`src/rtl/cpu_ctrl.sv`:
```
// Six-T-state fetch/execute sequencer for the 8-bit CPU; strobes are a Moore decode of state and ir_op.
// Optional CARRY_JMP_EN macro enables opcode 0011 as JC (jump on carry).
module cpu_ctrl #(
  parameter int T_STATES = 6,
  parameter int OP_W     = 4
) (
  input  logic            clk,
  input  logic            rst,
  input  logic            ctrl_run,
  input  logic [OP_W-1:0] ir_op,
  input  logic            alu_cy,
  output logic            pc_inc,
  output logic            pc_out,
  output logic            pc_load,
  output logic            mar_load,
  output logic            ram_out,
  output logic            ir_load,
  output logic            ir_out,
  output logic            a_load,
  output logic            a_out,
  output logic            b_load,
  output logic            alu_out,
  output logic            alu_cut,
  output logic            out_load,
  output logic            cy_flag,
  output logic            halt,
  output logic [2:0]      t_state
);

  if (T_STATES != 6) begin : g_bad_t_states
    $error("cpu_ctrl supports only T_STATES == 6");
  end

  typedef enum logic [2:0] {
    S_HALT = 3'd0,
    S_T1   = 3'd1,
    S_T2   = 3'd2,
    S_T3   = 3'd3,
    S_T4   = 3'd4,
    S_T5   = 3'd5,
    S_T6   = 3'd6
  } state_t;

  localparam logic [OP_W-1:0] OP_LDA = OP_W'(0);
  localparam logic [OP_W-1:0] OP_ADD = OP_W'(1);
  localparam logic [OP_W-1:0] OP_SUB = OP_W'(2);
  localparam logic [OP_W-1:0] OP_OUT = OP_W'(14);
  localparam logic [OP_W-1:0] OP_HLT = OP_W'(15);
`ifdef CARRY_JMP_EN
  localparam logic [OP_W-1:0] OP_JC  = OP_W'(3);
`endif

  state_t state;
  logic   active;
  logic   is_arith;

  assign is_arith = (ir_op == OP_ADD) || (ir_op == OP_SUB);

  always_ff @(posedge clk) begin
    if (rst) begin
      state   <= S_T1;
      cy_flag <= 1'b0;
    end else if (ctrl_run && state != S_HALT) begin
      if (state == S_T6 && is_arith) cy_flag <= alu_cy;
      case (state)
        S_T1:    state <= S_T2;
        S_T2:    state <= S_T3;
        S_T3:    state <= S_T4;
        S_T4:    state <= (ir_op == OP_HLT) ? S_HALT : S_T5;
        S_T5:    state <= S_T6;
        S_T6:    state <= S_T1;
        default: state <= S_HALT;
      endcase
    end
  end

  assign halt    = (state == S_HALT);
  assign t_state = state;

  // Strobes are suppressed whenever the sequencer is not advancing, so a pause or reset never issues a partial step.
  assign active = !rst && ctrl_run && (state != S_HALT);

  always_comb begin
    pc_inc   = 1'b0;
    pc_out   = 1'b0;
    mar_load = 1'b0;
    ram_out  = 1'b0;
    ir_load  = 1'b0;
    ir_out   = 1'b0;
    a_load   = 1'b0;
    a_out    = 1'b0;
    b_load   = 1'b0;
    alu_out  = 1'b0;
    alu_cut  = 1'b0;
    out_load = 1'b0;
`ifdef CARRY_JMP_EN
    pc_load  = 1'b0;
`endif
    if (active) begin
      case (state)
        S_T1: begin pc_out = 1'b1; mar_load = 1'b1; end
        S_T2: pc_inc = 1'b1;
        S_T3: begin ram_out = 1'b1; ir_load = 1'b1; end
        S_T4: begin
          if (ir_op == OP_LDA || is_arith) begin
            ir_out = 1'b1; mar_load = 1'b1;
          end else if (ir_op == OP_OUT) begin
            a_out = 1'b1; out_load = 1'b1;
          end
`ifdef CARRY_JMP_EN
          else if (ir_op == OP_JC && cy_flag) begin
            ir_out = 1'b1; pc_load = 1'b1;
          end
`endif
        end
        S_T5: begin
          if (ir_op == OP_LDA) begin
            ram_out = 1'b1; a_load = 1'b1;
          end else if (is_arith) begin
            ram_out = 1'b1; b_load = 1'b1;
            alu_cut = (ir_op == OP_SUB);
          end
        end
        S_T6: begin
          if (is_arith) begin
            alu_out = 1'b1; a_load = 1'b1;
            alu_cut = (ir_op == OP_SUB);
          end
        end
        default: ;
      endcase
    end
  end

`ifndef CARRY_JMP_EN
  assign pc_load = 1'b0;
`endif

endmodule

```
`config.mk`:
```
export PLATFORM = sky130hd
export DESIGN_NAME = cpu_ctrl
export DESIGN_NICKNAME = d
export VERILOG_FILES = /design/src/rtl/cpu_ctrl.sv
export SDC_FILE = /design/constraint.sdc
export NUM_CORES = 1
export LEC_CHECK = 0
export CORE_AREA = 2 2 39 41
export CTS_CLUSTER_SIZE = 20
export DETAILED_ROUTE_END_ITERATION = 6
export DIE_AREA = 0 0 41 43
export PLACE_DENSITY = 0.78
export SLEW_MARGIN = 30
export SYNTH_ARGS = -nofsm -noshare
export SYNTH_HDL_FRONTEND = slang
export SYNTH_SLANG_ARGS = --single-unit
```
`constraint.sdc`:
```
create_clock -name clk -period 2.19 [get_ports clk]
set_clock_uncertainty 0.05 [all_clocks]
set_input_delay 0.438 -clock clk [delete_from_list [all_inputs] [get_ports clk]]
set_output_delay 0.438 -clock clk [all_outputs]
set_load 0.02 [all_outputs]
```
### Word-level counts from Yosys, hierarchy flattened

Index checks and enable logic that the tools add are counted.

* add/subtract/negate cells: 0
* $mul: 0
* div/mod/pow operators: 0
* order comparisons: 0
* equal/unequal tests: 10
* shifts and indexed selects: 0
* mux-type cells: 33
* bitwise operators: 0
* reductions and logical operators: 11

Operators with widths (number)
* two-way mux 1 bit: 27
* one-hot mux 3 bit (6 select lines): 1
* == test 3 bit (second input constant): 3
* == test 4 bit (second input constant): 2
* one-hot mux 1 bit (2 select lines): 4
* == test 3 x 2 -> 1 bit (second input constant): 2
* == test 4 x 1 -> 1 bit (second input constant): 1
* == test 4 x 2 -> 1 bit (second input constant): 1
* logical AND 1 bit: 4
* logical NOT 4 bit: 1
* == test 3 x 1 -> 1 bit (second input constant): 1
* logical NOT 3 bit: 1
* two-way mux 3 bit: 1
* nonzero test 3 bit: 1
* logical OR 1 bit: 2
* AND reduction 2 bit: 1
* logical NOT 1 bit: 1

* register bits: 4
* bits in latches: 0
* memory bits (writable): 0
* bits in read-only memories: 0
* input bits: 8
* output and inout bits: 18
* word-level logic and storage cells: 56
* memories: 0

### Depth between registers and ports, before layout

Gate-level depths: netlist (run 1).

* depth after elaboration: 6
* mapped depth: 4
* gate-level depth less buffers: 3

### Worst setup path after synthesis (run 1)

No wires, ideal clock.

* path type: reg-to-output
* start: reg state[2] (netlist: t_state[2])
* end: out out_load
* data arrival time: 1.897 ns
* required time: 1.702 ns
* path slack: -0.195 ns
* stages on the path, launching flop included: 5
* path buffers: 2
* cells stage by stage: dfxtp_1 > buf_4 > or2b_1 > nor4_1 > buf_4

* longest elaborated chain between the ends: 3
* elaborated cells between the ends (all ways): 5
* classes of those cells: 1 x eq/ne; 2 x mux; 2 x reduce/logical

Ends and longest elaborated chain
* start: declaration: RTL line 53 `state_t state;`
* start signal: assignment: RTL line 69 `S_T4: state <= (ir_op == OP_HLT) ? S_HALT : S_T5;`
* == test 3 bit or nonzero test 3 bit (tied branches)
* two-way mux 1 bit or logical AND 1 bit (tied branches)
* two-way mux 1 bit *
* end: declaration: RTL line 24 `output logic out_load,`

Every way passes the cells marked *; elsewhere a longest branch is shown, timed or not.

### Final worst setup path (run 1)

* start: in ir_op[2]
* end: out alu_cut

* longest elaborated chain between the ends: 6
* elaborated cells between the ends (all ways): 8
* classes of those cells: 2 x eq/ne; 4 x mux; 2 x reduce/logical

Ends and longest elaborated chain
* start: declaration: RTL line 10 `input logic [OP_W-1:0] ir_op,`
* == test 4 x 1 -> 1 bit or == test 4 x 2 -> 1 bit (tied branches): RTL line 57, 121, 127
* logical OR 1 bit: RTL line 57 `assign is_arith = (ir_op == OP_ADD) || (ir_op == OP_SUB);`
* two-way mux 1 bit: RTL line 119, 125
* two-way mux 1 bit: RTL line 117 `if (ir_op == OP_LDA) begin`
* one-hot mux 1 bit (2 select lines) *: RTL line 100 `case (state)`
* two-way mux 1 bit *: RTL line 99 `if (active) begin`
* end: declaration: RTL line 23 `output logic alu_cut,`

Marks and branches as above.

==> summary.md, run 1 <==
| Metric | Value |
|---|---|
| Die W | `41 um` |
| Clock Latency Late Sink | `0.24 ns` |
| Hold_sp | `cy_flag$_SDFFE_PP0P_` |
| Sequential-to-total area share from yosys stat | `18.1%` |
| Share of cells above drive strength 1 | `50.5%` |
| Final non-filler cell total | `115` |
| Max VDD drop | `0.000218 V` |
| Post-synth top area share | `18.1%` |
| Layout Nets | `109` |
| Total power | `331 uW` |
| Final Wtd Congestion | `0.825` |
| Synth area leader | `dfxtp_1` |
| Final hold slack | `0.424 ns` |
| Longest Clk Path Bufs | `2` |
| Placed insts | `110` |
| Avg Cell Area, Syn | `7.64 um^2` |
| Start of the worst register-to-register path | `t_state[2]$_SDFFE_PP0P_` |
| Largest cells by area after synthesis | `dfxtp_1, nand2b_1, a2111oi_4, nor3_1, buf_4` |
| EDFF count, synth | `0` |
| Outcome | `completed` |
| Cell area after synthesis | `443 um^2` |
| Max frequency | `0.469 GHz` |
| Vias/cell | `5.20` |
| Final worst path period need | `2.13 ns` |
| Cts-stage hold buffer count | `0` |
| Most frequent cell after synthesis | `nand2b_1` |
| H-tree depth | `1` |
| Core Region | `0.00138 mm^2` |
| CP Data Required Time | `1.70 ns` |
| GRT Total Usage | `19.9%` |
| Kind of critical path | `in -> out` |
| Final hold violations | `0` |
| Cells after Synth | `58` |
| Clock Power Share | `29.3%` |
| WL final | `1.44 mm` |
| CTS sink cnt | `4` |
| Hold Path Depth | `2` |
| Gr ovfl total | `0` |
| Starting DRC count in detailed routing | `10` |
| # IOs | `26` |
| Reg power frac | `24.9%` |
| Seq cells post-synth | `4` |
| Combinational Power Share | `45.8%` |
| Via count | `598` |
| YS warnings | `0` |
| HP Class | `reg -> reg` |
| Netlist cell types | `32` |
| FFs w/ async S/R, synth | `0%` |
| R2R depth | `5` |
| CTS tree | `built` |
| Cell internal pwr | `214 uW` |
| Synth-to-Final Area Change | `93.2%` |
| N_diodes | `0` |
| Startpoint types | `input port` |
| Worst-path fanout max | `3` |
| Wire per inst | `12.5 um` |
| Synth cell count leaders | `nand2b_1, nor3_1, a21oi_1, dfxtp_1` |
| Port Buffers | `24` |
| Antenna violations before repair | `0` |
| Hold EP | `cy_flag$_SDFFE_PP0P_` |
| Final antenna-violating net count | `0` |
| Primary FF master, synth | `dfxtp_1` |
| Pwr per Cell Area | `387 mW/mm^2` |
| Clock buffer count from CTS | `3` |
| Initial Utilization | `32.0%` |
| Die area | `0.00176 mm^2` |
| First-pass GRT wire length | `2.38 mm` |
| Setup-failing EPs final | `0` |
| Vias in the first global route | `582` |
| Final cell utilization of the core | `61.8%` |
| Largest net degree at the start of global routing | `11` |
| DRT Pass-1 Iters | `4` |
| Worst setup EP type | `output port` |
| Synth Net Count | `66` |
| Switching pwr | `117 uW` |
| MaxCap Viol Count | `0` |
| Max-slew violation count | `0` |
| Die Span Y | `43 um` |
| Sw Share | `35.4%` |
| Final HPWL DP | `1.08 mm` |
| Drc violations | `0` |
| Clock Pin Slew Worst Setup and Hold Paths | `0.04 ns` |
| Root Buffer | `clkbuf_4` |
| LEAKAGE | `0.000391 uW` |
| FP Rows | `14` |
| RSZ-0062 raised after global routing | `false` |
| Worst reg2reg endpoint | `cy_flag$_SDFFE_PP0P_` |
| R2r setup slk | `0.62 ns` |
| Fin crit share | `97.4%` |
| Arr. time, crit path | `1.64 ns` |
## registers in the layout, indices dropped and copies added, names as in the netlist
register,cells
t_state,3
cy_flag,1
## timing repair
action / CTS / global route
setup buffers: 2 / 0
setup endpoints to repair: 12 / 13
gates resized for setup: 73 / 10
cloned: 0 / 0
pin swaps: 3 / 5
## critical path, cell delays in order
cell	delay (ns)
clkdlybuf4s15_1	0.18
or3b_4	0.37
or2_4	0.27
a2111oi_4	0.19
buf_4	0.19
## cell usage in the layout (no fill, tap or decap), types with 2 or more instances in the layout
cell	n
buf_4	23
nand2b_1	6
clkdlybuf4s50_1	5
buf_2	5
nor3_1	4
dfxtp_1	4
inv_1	3
a21oi_1	3
clkbuf_4	3
dlymetal6s2s_1	3
buf_6	3
or2_4	2
nor3_2	2
or3_1	2
or2_2	2
o21ai_0	2
dlygate4sd2_1	2
clkbuf_2	2
## layer usage
layer  part of all wire (%)  vias up  track usage, %  wire, um
met5                      0        -               0         0
met4                    2.2        0            15.3        31
met3                    5.3        4            2.09        76
met2                     50       24            30.9       726
met1                     42      279            23.2       603
li1                       -      291               -         -
## worst max-delay path by stage
stage,from,slack (ns),end,cells past startpoint
finish,ir_op[2],0.06,alu_cut,5
floorplan,t_state[2]$_SDFFE_PP0P_,0.08,out_load,4
CTS,ir_op[2],-0.05,alu_cut,5
detailed placement,ir_op[3],-0.68,alu_cut,5
global placement,ir_op[3],-0.63,alu_cut,5
global route,ir_op[2],0.004,alu_cut,5
## power by group through the flow
stage	logic (uW)	clock network, uW	registers, uW
floorplan	65.5	0	88.3
global placement	145	0	83.4
CTS	152	94.8	82.3
global route	163	103	82.8
finish	152	97.2	82.4
detailed placement	148	0	83.1
## cell type report
cell class	count	area [um^2]
inverter	3	11.3
timing repair buffer	44	357
multi-input combinational	45	365
clock buffer	3	22.5
tap	16	20.0
fill	125	528
sequential	4	80.1
## cell families (layout without fill, tap and decap cells)
| group | Yosys count | in the layout | synth area share (%) |
|---|---|---|---|
| simple gates | 29 | 29 | 42.9 |
| flops | 4 | 4 | 18.1 |
| buf+inv | 9 | 50 | 10.5 |
| other cells | 1 | 1 | 0.847 |
| xor+xnor | 1 | 1 | 1.98 |
| mux | 1 | 1 | 2.26 |
| compound gates | 13 | 13 | 23.5 |
## stage by stage
step | setup slack, ns | cell area [um^2] | TNS [ns]
2_1_floorplan | 0.0773 | 449 | 0
3_3_place_gp | -0.633 | 810 | -6.03
3_5_place_dp | -0.677 | 810 | -6.11
4_1_cts | -0.0474 | 846 | -0.0474
5_1_grt | 0.00414 | 856 | 0
6_report | 0.0576 | 856 | 0
Power figures use the tool's default switching activity.
==> run 2, diff against run 1 <==
- PLACE_DENSITY: 0.78 -> 0.81
==> run 2 against run 1 <==
  * Register-to-register slack hardly changed
  * Sequential power is 2% higher
  * Cell count down 1.7%
  * Largest power group unchanged
  * Count of clock-buffer cells in the layout unchanged
  * Clock power fell by 5.7%
  * First-iteration DRC count shrank 30%
  * Combinational power is 7% lower
  * Sequential share of layout area up 0.75 points
  * Routed wire length decreased by 5.7%
==> summary.md, run 2 (synthesized netlist as in run 1, its figures left out) <==
| Metric | Value |
|---|---|
| Worst-path fanout max | `3` |
| Pwr per Cell Area | `394 mW/mm^2` |
| Start of the worst register-to-register path | `t_state[2]$_SDFFE_PP0P_` |
| CP Cell Sequence | `or3b_4 > or2_4 > a2111oi_4 > buf_4` |
| FP Rows | `14` |
| Startpoint types | `flip-flop` |
| Largest net degree at the start of global routing | `11` |
| Commonest non-fill, non-tap cell in the layout | `buf_4` |
| Final worst path period need | `2.10 ns` |
| Combinational Power Share | `44.7%` |
| Drc violations | `0` |
| Port Buffers | `24` |
| Gr ovfl total | `0` |
| CP Data Required Time | `1.70 ns` |
| Hold EP | `cy_flag$_SDFFE_PP0P_` |
| Sw Share | `33.7%` |
| MaxCap Viol Count | `0` |
| GRT Total Usage | `18.3%` |
| Worst setup EP type | `output port` |
| # fillers | `139` |
| Kind of critical path | `reg -> out` |
| Starting DRC count in detailed routing | `7` |
| Reg power frac | `26.4%` |
| Vias/cell | `5.05` |
| Commonest cells after routing, fill and taps aside | `buf_4, dlygate4sd2_1, nand2b_1, clkdlybuf4s50_1, buf_2` |
| Area after DPL | `795 um^2` |
| Wire per inst | `12.0 um` |
| Cts-stage hold buffer count | `0` |
| Clock buffer count from CTS | `3` |
| Arr. time, crit path | `1.62 ns` |
| Longest Clk Path Bufs | `2` |
| Die Span Y | `43 um` |
| Die area | `0.00176 mm^2` |
| Layout Nets | `107` |
| # IOs | `26` |
| N_diodes | `0` |
| Final HPWL DP | `1.03 mm` |
| Setup-failing EPs final | `0` |
| CTS tree | `built` |
| WL final | `1.36 mm` |
| R2R depth | `5` |
| Via count | `571` |
| Slowest cell on the critical path | `or3b_4` |
| Max frequency | `0.475 GHz` |
| Root Buffer | `clkbuf_4` |
| Antenna violations before repair | `0` |
| Max stage delay on crit path | `0.38 ns` |
| Max VDD drop | `0.000201 V` |
| Synth-to-Final Area Change | `81.6%` |
| Share of cells above drive strength 1 | `45.4%` |
| Outcome | `completed` |
| CTS sink cnt | `4` |
| Die W | `41 um` |
| Hold Path Depth | `2` |
| H-tree depth | `1` |
| Setup TNS | `0 ns` |
| Final hold violations | `0` |
| Worst reg2reg endpoint | `cy_flag$_SDFFE_PP0P_` |
| Final Wtd Congestion | `0.799` |
| Fin crit share | `96.1%` |
| Vias in the first global route | `537` |
| DRT Pass-1 Iters | `4` |
| Post-route design area | `805 um^2` |
| First-pass GRT wire length | `2.19 mm` |
| Hold_sp | `cy_flag$_SDFFE_PP0P_` |
| Clock Pin Slew Worst Setup and Hold Paths | `0.04 ns` |
| Initial Utilization | `32.0%` |
| Final antenna-violating net count | `0` |
| Max reg flops | `3` |
| Switching pwr | `107 uW` |
| RSZ-0062 raised after global routing | `false` |
| Core Region | `0.00138 mm^2` |
| LEAKAGE | `0.000346 uW` |
| HP Class | `reg -> reg` |
| Max-slew violation count | `0` |
| Clock Power Share | `28.9%` |
| R2r setup slk | `0.62 ns` |
| Cell internal pwr | `210 uW` |
| Clock Latency Late Sink | `0.23 ns` |
[run 2: cell types whose count changed in the layout (fill, tap and decap cells not counted), moves of 2 or more]
cell            before  now
dlymetal6s2s_1       3    0
dlygate4sd2_1        2    7
clkbuf_2             2    0
buf_4               23   21
buf_6                3    1
[run 2: layer usage]
layer  up-vias  track usage [%]  wire length (um)
met5         -                0                 0
met1       266             20.3               558
met2        19             30.0               720
met4         0             13.3                14
li1        284                -                 -
met3         2             1.57                63
[run 2: area by class of cell]
class / count / area (um^2) / share of cell area, %
Inverter: 3 / 11.3 / 1.40
Sequential cell: 4 / 81.3 / 10.1
Timing Repair Buffer: 42 / 332 / 41.2
Multi-Input combinational cell: 45 / 338 / 42.0
Tap cell: 16 / 20.0 / 2.49
Clock buffer: 3 / 22.5 / 2.80
[run 2: worst max-delay path by stage]
| stage | start | depth (start not counted) | endpoint |
|---|---|---|---|
| detailed placement | ir_op[3] | 5 | alu_cut |
| global route | t_state[2]$_SDFFE_PP0P_ | 4 | ir_out |
| finish | t_state[2]$_SDFFE_PP0P_ | 4 | alu_cut |
| CTS | t_state[2]$_SDFFE_PP0P_ | 4 | alu_cut |
| floorplan | t_state[2]$_SDFFE_PP0P_ | 4 | out_load |
| global placement | ir_op[3] | 5 | alu_cut |
[run 2: power groups by stage]
stage	Sequential [uW]	Clock [uW]	Combinational (uW)
floorplan	88.3	0	65.5
global placement	84.5	0	140
detailed placement	84.4	0	142
CTS	83.7	94.6	140
global route	84.6	102	152
finish	83.7	91.7	142
[run 2: stage by stage]
stage / setup slack (ns) / total power, uW / hold WS [ns] / cells / util, %
3_5_place_dp: -0.694 / 226 / 0.430 / 108 / 57.4
3_3_place_gp: -0.626 / 224 / 0.410 / 108 / 57.4
5_1_grt: 0.0277 / 339 / 0.478 / 113 / 58.1
6_report: 0.0855 / 317 / 0.420 / 113 / 58.1
2_1_floorplan: 0.0773 / 154 / 0.457 / 58 / -
4_1_cts: -0.00402 / 319 / 0.430 / 113 / 58.0
[run 2: timing repair]
item | CTS | global route
setup endpoints to repair | 12 | 1
setup buffers | 2 | 0
gates resized for setup | 63 | 1
endpoints found under the hold margin | 0 | 0
pin swaps | 5 | 2
[run 2: worst max-delay path: cells and delay by family, from the launching register on]
family	cells	cell delay [ns]
simple gates	2	0.64
flops	1	0.33
compound gates	1	0.22
buf+inv	1	0.20
